===== config.mk =====
export PLATFORM = sky130hd
export DESIGN_NAME = decoder_2_4_strobe
export DESIGN_NICKNAME = d
export VERILOG_FILES = /design/src/rtl/decoder_2_4_strobe.sv
export SDC_FILE = /design/constraint.sdc
export NUM_CORES = 1
export LEC_CHECK = 0
export ABC_AREA = 1
export CAP_MARGIN = 10
export CELL_PAD_IN_SITES_DETAIL_PLACEMENT = 1
export CELL_PAD_IN_SITES_GLOBAL_PLACEMENT = 1
export CORE_UTILIZATION = 35
export CTS_BUF_LIST = sky130_fd_sc_hd__clkbuf_4
export DETAILED_ROUTE_END_ITERATION = 10
export GPL_TIMING_DRIVEN = 0
export PLACE_DENSITY_LB_ADDON = 0.05
export SYNTH_ARGS = -nofsm -noshare
export SYNTH_HDL_FRONTEND = slang
export SYNTH_SLANG_ARGS = --single-unit

===== constraint.sdc =====
create_clock -name clk -period 2.1 [get_ports clk]
set_input_delay 0.21 -clock clk [delete_from_list [all_inputs] [get_ports clk]]
set_output_delay 0.21 -clock clk [all_outputs]
set_load 0.1 [all_outputs]

===== src/rtl/decoder_2_4_strobe.sv =====
// decoder_2_4_strobe: handshaked 2-to-4 decoder driving timed one-hot strobes with guard gap and completion count
module decoder_2_4_strobe #(
  parameter int PULSE_LEN = 4,
  parameter int GAP_LEN   = 1,
  parameter int CNT_W     = 8
) (
  input  logic             clk,
  input  logic             rst,
  input  logic             e,
  input  logic             in_valid,
  output logic             in_ready,
  input  logic [1:0]       code,
  output logic [3:0]       y,
  output logic             busy,
  output logic             done,
  output logic [CNT_W-1:0] count
);
  if (PULSE_LEN < 1 || PULSE_LEN > 255) begin : g_bad_pulse
    $error("PULSE_LEN must be 1..255");
  end
  if (GAP_LEN < 0 || GAP_LEN > 255) begin : g_bad_gap
    $error("GAP_LEN must be 0..255");
  end
  typedef enum logic [1:0] {IDLE, DRIVE, GAP} state_t;
  localparam logic [7:0] PL = 8'(PULSE_LEN - 1);
  localparam logic [7:0] GL = 8'(GAP_LEN - 1);
  state_t           state_q, state_d;
  logic [7:0]       cnt_q, cnt_d;
  logic [1:0]       code_q, code_d;
  logic [CNT_W-1:0] count_q, count_d;
  logic [3:0]       y_q, y_d;
  logic             busy_q, busy_d, done_q, done_d;
  assign in_ready = e & (state_q == IDLE) & ~rst;
  assign y        = y_q;
  assign busy     = busy_q;
  assign done     = done_q;
  assign count    = count_q;
  // Outputs are decoded from the next state so they come straight off flops.
  always_comb begin
    state_d = state_q;
    cnt_d   = cnt_q;
    code_d  = code_q;
    count_d = count_q;
    case (state_q)
      IDLE: if (e && in_valid) begin
        state_d = DRIVE;
        cnt_d   = PL;
        code_d  = code;
      end
      DRIVE: if (!e) begin
        state_d = IDLE;
        cnt_d   = 8'd0;
      end else if (cnt_q == 8'd0) begin
        state_d = GAP_LEN == 0 ? IDLE : GAP;
        cnt_d   = GAP_LEN == 0 ? 8'd0 : GL;
        count_d = &count_q ? count_q : count_q + CNT_W'(1);
      end else cnt_d = cnt_q - 8'd1;
      GAP: begin
        state_d = cnt_q == 8'd0 ? IDLE : GAP;
        cnt_d   = cnt_q == 8'd0 ? 8'd0 : cnt_q - 8'd1;
      end
      default: state_d = IDLE;
    endcase
    busy_d = state_d != IDLE;
    y_d    = state_d == DRIVE ? 4'b0001 << code_d : 4'b0000;
    done_d = state_d == DRIVE && cnt_d == 8'd0;
  end
  always_ff @(posedge clk) begin
    if (rst) begin
      state_q <= IDLE;
      cnt_q   <= 8'd0;
      code_q  <= 2'd0;
      count_q <= '0;
      y_q     <= 4'b0000;
      busy_q  <= 1'b0;
      done_q  <= 1'b0;
    end else begin
      state_q <= state_d;
      cnt_q   <= cnt_d;
      code_q  <= code_d;
      count_q <= count_d;
      y_q     <= y_d;
      busy_q  <= busy_d;
      done_q  <= done_d;
    end
  end
endmodule


[Yosys cells after proc, flatten, opt, wreduce, memory -nomap -nowiden]
Index checks and enable logic that the tools add are counted.
Storage, ports and cells
  register bits after elaboration: 26
  input bits: 6
  output and inout port bits: 15
  word-level logic and storage cells: 38
Cells by class
  add/subtract/negate cells: 2
  equality and inequality tests: 3
  shifts and indexed selects: 1
  muxes and demuxes: 11
  bitwise operators: 5
  reduce and logical (&&, ||, !) cells: 9
Operators by type and width (count)
  $mux 8: 3
  $pmux 8 s3: 1
  $logic_not 8->1: 2
  $mux 2: 6
  $add 8x1->8 const B: 1
  $reduce_and 8->1: 1
  $sub 8x1->8 const B: 1
  $pmux 2 s3: 1
  $eq 2x1->1 const B: 2
  $reduce_and 4->1: 1
  $shl 1x2->4 const A: 1
  $not 1->1: 3
  $and 1x1->1: 2
  $eq 2x2->1 const B: 1
  $logic_and 1x1->1: 2
  $logic_not 2->1: 1
  $reduce_bool 2->1: 1
  $reduce_or 2->1: 1

[Longest topological paths before layout]
Gate-level depths: netlist of run 1.
  word-level depth: 7
  depth in mapped cells: 11
  gate-level depth less buffers: 11

[Least setup slack after synthesis of run 1]
Ideal clock, no wire load.
  path kind: register -> register
  from: reg count_q[1] (netlist: count[1])
  to: reg count_q[4] (netlist: count[4])
  library setup time: 0.118 ns
  arrival: 2.003 ns
  required time: 1.982 ns
  setup slack: -0.021 ns
  stages on the path, launching flop included: 9
  path buffers: 0
  clock period less this slack: 2.121 ns
  cells stage by stage: dfxtp_1 -> ha_1 -> nand2_1 -> inv_1 -> nand3_1 -> o21ai_2 -> nor2_2 -> a21oi_1 -> nor2_1
Between the ends
  longest elaborated chain between the ends: 3
  elaborated cells between the ends (all ways): 4
  those cells by class: 1 x add/sub; 1 x bitwise; 2 x reduce/logical
RTL lines
  start, declared: RTL line 30  | logic [CNT_W-1:0] count_q, count_d;
  start signal, assigned: RTL line 81  | count_q <= count_d;
  parallel branches: the longest is 3 deep, another holds $add 8x1->8
Parallel ways; which one is timed is not known.
A chain may end at the register's enable or synchronous reset.

[Worst setup path in the final report of run 1]
  from: reg y_q[0] (netlist: y[0])
  to: out y[0]
RTL lines
  start, declared: RTL line 31  | logic [3:0] y_q, y_d;
  start signal, assigned: RTL line 82  | y_q <= y_d;
  end, declared: RTL line 13  | output logic [3:0] y,
No word-level cell between the ends.

==> summary.md, run 1 <==
| Metric | Value |
|---|---|
| Status | `completed` |
| Tot GR Track Use | `18.3%` |
| # H-tree levels | `1` |
| Worst-skew pair later-pin latency | `roughly 0.33 ns` |
| Worst Hold Class | `reg2reg` |
| Synthesized area | `1400 um2` |
| CP max stage cell | `clkdlybuf4s50_1` |
| Compound-Gate Fraction of Synth Area | `10.3%` |
| Overall Power | `0.00113 W` |
| DR DRC count | `0` |
| Post-Place Setup Slack | `-0.582 ns` |
| Synthesis-to-finish area growth | `21.8%` |
| Final hold violations | `0` |
| RR Endpoint | `done` |
| Multiplexer area fraction after synthesis | `less than 1%` |
| RD Place Congestion | `0.769` |
| Ant diodes | `0` |
| RSZ-0062 raised after global routing | `no` |
| Ports | `21` |
| Crit path DAT | `1.83 ns` |
| Grt total ovfl | `0` |
| CTS clk-pin slew, worst paths | `0.15 ns` |
| Adder-cell area share of the yosys netlist | `2.68%` |
| Y dimension of the die | `65.3 um` |
| Combinational share of power | `22.5%` |
| Most used DFF post-synth | `dfxtp_1` |
| Register area share after synthesis | `a little under two fifths` |
| Clock buffer depth | `2` |
| Initial core utilization | `a little under two fifths` |
| Final min period | `2.04 ns` |
| WHS | `0.507 ns` |
| Total Wirelength | `3420 um` |
| EDFF count, synth | `0` |
| Cells after synthesis | `between 200 and 250` |
| Drt wl/cell | `12.3 um` |
| Core Area | `between 3000 and 4000 um2` |
| Maximum VDD drop | `0.286 mV` |
| Clock root buffer | `clkbuf_4` |
| CP bufs+invs | `1` |
| CP Launch Type | `flop` |
| Switching portion of total power | `30.8%` |
| Via count of the first global-routing pass | `about 1400` |
| TritonRoute pass-1 iters | `4` |
| Yosys top cell by area | `dfxtp_1` |
| Worst slew pin tran | `0.994 ns` |
| Hold buffers post-CTS | `0` |
| Main combinational cell family by area after synthesis | `simple AND/OR/NAND/NOR gates` |
| CP Capture Point | `y[0]` |
| Worst EP required | `roughly 1.9 ns` |
| Crit share post-route | `97.4%` |
| Vias/cell | `4.77` |
| Post-synth top area share | `37.1%` |
| Global-route wire length before repair | `between 6000 and 7000 um` |
| CP Cell Sequence | `clkdlybuf4s50_1` |
| Syn Area/Cell | `between 6 and 7 um2` |
| Worst R2R Start | `cnt_q[0]` |
| CTS tree | `yes` |
| FF+latch count, synth | `26` |
| Die W | `65.3 um` |
| Fin. max-slew vios | `0` |
| Fmax | `roughly 490 MHz` |
| # port buffers | `20` |
| Total number of vias | `around 1300` |
| Post-synthesis simple-gate area fraction | `39.1%` |
| Slack of the critical path | `~0.055 ns` |
| Final net count | `240` |
| Classification of the worst setup path | `reg2out` |
| CP startpoint | `y[0]` |
| Routed Antenna Nets | `0` |
| FFs w/ async S/R, synth | `0%` |
| Worst-path maximum fanout | `1` |
| Pint | `~0.0008 W` |
| YS warnings | `0` |
| CP max stage delay | `about 1.2 ns` |
| Top cells by instance count after synthesis | `nor2_1 (41), nand2_1 (40), inv_1 (27)` |
| Synth cell types | `30` |
| Reg power frac | `46.2%` |
| CTS sink cnt | `26` |
| Die area | `4260 um2` |
| Worst Clk Skew | `0.00286 ns` |
| Top-count cell post-synth | `nor2_1` |
| Relative slew margins | `33.5%` |
| Clk pwr share | `31.3%` |
| Critical path endpoint category | `output port` |
| Max-cap violations | `0` |
| Initial antenna violation count | `0` |
| Worst reg-to-reg path cell count | `10` |
| CTS Buf Count | `3` |
| Initial DRC Count | `23` |
| Maximum number of pins on one net before global-route repair | `16` |
| Rows | `22` |
| Net Count, Synth | `215` |
| Leakage | `0.812 nW` |
| R2r setup slk | `0.48 ns` |
| XOR/XNOR share of the synthesized area | `~1.2%` |
| Switch Pwr | `~0.00035 W` |
| DPL Wire Length | `2870 um` |
| Largest delay contributor family on the critical path | `buffers and inverters` |
| Layout cells sized above 1 | `12.6%` |
| Most area-consuming cells after synthesis | `dfxtp_1 (37%), nor2_1 (11%), nand2_1 (11%)` |
| Crit. path cell count | `1` |
| Pwr dens | `659 nW/um2` |
| Final setup viols | `0` |
==> placed cells by master (no fill, tap or decap), types with 3 or more instances in the layout <==
cell             count
inv_1               27
nor2_1              41
nand2_1             40
dlygate4sd2_1        6
a21oi_1             11
o21ai_0              6
nand4_1              3
ha_1                 3
dfxtp_1             24
clkbuf_4             3
nand3_1             14
nor2_4               3
nor2_2               5
nand2_2              4
clkdlybuf4s50_1     12
==> metal layers <==
metal	part of all wire [%]	global-route usage [%]	wire length [um]
met5	0	0	0
met4	0.85	4.89	29
met3	1.8	2.08	61
met2	51	34.4	1760
met1	46	21.5	1570
==> state kept, by name, summed over array words and instances, names as in the netlist <==
name / cells
count: 8
state_q: 2
y: 4
busy: 1
code_q: 2
cnt_q: 8
done: 1
==> metrics by stage <==
step	TNS, ns	utilization [%]	cells	cell area, um2
after floorplan	0	-	206	1410
after global placement	-0.504	44.5	274	1670
after detailed placement	-0.582	44.5	274	1670
after CTS	0	45.7	278	1710
after global routing	0	45.6	278	1710
final	0	45.6	278	1710
==> how the worst min path moves through the flow <==
stage               slack, ns  cells past startpoint     start  endpoint
CTS                      0.51                      2  count[1]  count[1]
finish                   0.51                      2  count[1]  count[1]
global placement         0.47                      2  count[1]  count[1]
detailed placement       0.49                      2  count[1]  count[1]
floorplan                0.28                      1       rst  cnt_q[2]
global route             0.55                      2  count[1]  count[1]
==> logic make-up (layout without fill, tap and decap cells) <==
kind of cell,after synthesis,in the layout
adder cells (fa/ha/maj),3,3
AO/OA/AOI/OAI,24,24
multiplexers,1,1
XOR/XNOR,2,2
AND/OR/NAND/NOR,117,117
buffers and inverters,33,57
flip-flops,26,26
==> what timing repair did <==
action,CTS,global route
resized for setup,10,2
setup endpoints to repair,7,2
buffers inserted,0,0
==> final cells by class <==
class,count,area [um2]
multi-input cells,147,757
clock buffers,3,22.5
plain buffers,1,3.75
inverters,32,121
clock inverters,1,30.0
flip-flops and latches,26,523
well taps,48,60.1
repair buffers,20,190
fillers,500,2040
==> power groups by stage <==
| stage | clock network [W] | logic, W | registers, W |
|---|---|---|---|
| after floorplan | 0 | 0.000156 | 0.000570 |
| after global placement | 0 | 0.000252 | 0.000530 |
| after detailed placement | 0 | 0.000257 | 0.000531 |
| after CTS | 0.000366 | 0.000258 | 0.000520 |
| after global routing | 0.000382 | 0.000282 | 0.000522 |
| final | 0.000352 | 0.000253 | 0.000520 |
No activity file was read; power rests on OpenSTA's default activity.
==> run 2: changes to the inputs <==
DONT_BUFFER_PORTS = 1   (was unset)
GPL_ROUTABILITY_DRIVEN = 0   (was unset)
clock period = 2.2 ns   (was 2.1 ns; I/O delays follow)
==> run 2 against run 1 <==
  * Critical path depth grew 2
  * Global-route usage shrank 0.51 points
  * Combinational power shrank 27%
  * Critical endpoint is now in_ready
  * Non-clock buffer count shrank 19
  * Clock skew grew 0.0015 ns
  * Critical path type unchanged
  * Sequential cell count is the same
==> summary.md, run 2 (synthesis results as in run 1) <==
| Metric | Value |
|---|---|
| Status | `completed` |
| Combinational share of power | `approximately 18%` |
| Area post-placement | `1470 um2` |
| Initial core utilization | `37.5%` |
| Clock root buffer | `clkbuf_4` |
| Final setup viols | `0` |
| Reg power frac | `50.8%` |
| Max-cap violations | `0` |
| DPL Wire Length | `~2700 um` |
| Worst slew pin tran | `between 1 and 1.5 ns` |
| RSZ-0062 raised after global routing | `no` |
| Hold Path Stages | `2` |
| Fmax | `484 MHz` |
| Switch Pwr | `0.000328 W` |
| Ports | `21` |
| Met1 Track Usage GR | `21.1%` |
| Relative slew margins | `25.4%` |
| Worst EP required | `a little under 2 ns` |
| Initial DRC Count | `20` |
| Setup_tns | `0 ns` |
| Maximum number of pins on one net before global-route repair | `16` |
| Most crowded layer after global routing | `met2` |
| Clock buffer depth | `2` |
| Die area | `4260 um2` |
| Layout cells sized above 1 | `15.2%` |
| Worst-path maximum fanout | `5` |
| Worst reg-to-reg path cell count | `5` |
| Total Wirelength | `approximately 3300 um` |
| Core Area | `3740 um2` |
| Post-CTS Setup Inserts | `0` |
| Die W | `65.3 um` |
| GR Layer Usage met3 | `2.08%` |
| TritonRoute pass-1 iters | `4` |
| Routed Antenna Nets | `0` |
| Maximum VDD drop | `0.398 mV` |
| Finished layout cell area | `between 1500 and 2000 um2` |
| Worst Clk Skew | `roughly 0.0044 ns` |
| Critical path endpoint category | `output port` |
| Overall Power | `0.00106 W` |
| Synthesis-to-finish area growth | `9.37%` |
| Vias/cell | `roughly 5` |
| Tot GR Track Use | `17.7%` |
| Pwr dens | `689 nW/um2` |
| Ant diodes | `0` |
| CTS tree | `yes` |
| Clk pwr share | `31.8%` |
| Classification of the worst setup path | `reg2out` |
| CTS Buf Count | `3` |
| Switching portion of total power | `a little under a third` |
| Total number of vias | `about 1300` |
| Crit share post-route | `93.9%` |
| Final min period | `slightly above 2 ns` |
| Worst Hold Class | `in2reg` |
| Grt met2 use | `32.3%` |
| # port buffers | `0` |
| Drt wl/cell | `~13 um` |
| Global-route wire length before repair | `5770 um` |
| Pint | `0.000728 W` |
| Via count of the first global-routing pass | `1316` |
| Rows | `22` |
| Crit path DAT | `1.85 ns` |
| Fin. max-slew vios | `0` |
| Commonest non-fill, non-tap cells in the layout | `nand2_1 (40), nor2_1 (40), inv_1 (27)` |
| Y dimension of the die | `65.3 um` |
| Grt total ovfl | `0` |
| Leakage | `0.698 nW` |
| CP Launch Type | `flop` |
| Initial antenna violation count | `0` |
| DR DRC count | `0` |
| # H-tree levels | `1` |
| Final net count | `221` |
| CTS clk-pin slew, worst paths | `about 0.15 ns` |
| CTS sink cnt | `26` |
| Worst-skew pair later-pin latency | `0.33 ns` |
| Final hold violations | `0` |
[run 2: cell count changes in the layout (fill, tap and decap cells not counted), sizes merged]
cell and delta:
buf -1, dlygate4sd3 +1, dlygate4sd2 -6, dlymetal6s2s -1, clkdlybuf4s50 -12
[run 2: cell type report]
class	instances	area, um2
inverters	32	121
multi-input cells	147	759
repair buffers	1	10.0
flip-flops and latches	26	527
clock inverters	1	30.0
plain buffers	1	3.75
clock buffers	3	22.5
well taps	48	60.1
fillers	499	2210
[run 2: path summary, 6_finish.rpt]
kind	start	endpoint	slack (ns)
hold reg to reg	code_q[1]	code_q[1]	0.54
hold / removal	code[0]	code_q[0]	0.06
setup / recovery	state_q[0]	in_ready	0.13
setup reg to reg	count[7]	count[4]	0.24
[run 2: power by group through the flow]
stage	logic [W]	clock network, W	registers (W)
final	0.000185	0.000336	0.000536
after global routing	0.000211	0.000356	0.000539
after CTS	0.000188	0.000347	0.000537
after detailed placement	0.000184	0	0.000547
after global placement	0.000177	0	0.000546
after floorplan	0.000149	0	0.000544
[run 2: critical path, stage by stage, from the launching register on]
cell,delay [ns]
dfxtp_1,0.39
nor2_2,0.17
inv_1,0.10
nor2_2,0.84
[run 2: stage by stage]
step	hold slack [ns]	utilization (%)	cells	worst slack, ns
after floorplan	0.289	-	206	0.0793
after global placement	0.290	39.1	254	-0.0790
after detailed placement	0.293	39.1	254	-0.132
after CTS	0.0501	40.9	259	0.0227
after global routing	0.0780	41.0	259	0.0465
final	0.0572	41.0	259	0.134
[run 2: what timing repair did]
item,4_1_cts,5_1_grt
gates cloned,0,0
hold buffers,1,0
endpoints found under the setup margin,6,4
hold endpoints to repair,4,0
gates resized for setup,2,3
[run 2: metal layers]
metal,vias up,part of all wire [%]
li1,651,-
met1,610,45
met2,12,51
met3,4,2.0
met4,0,1.5
met5,-,0
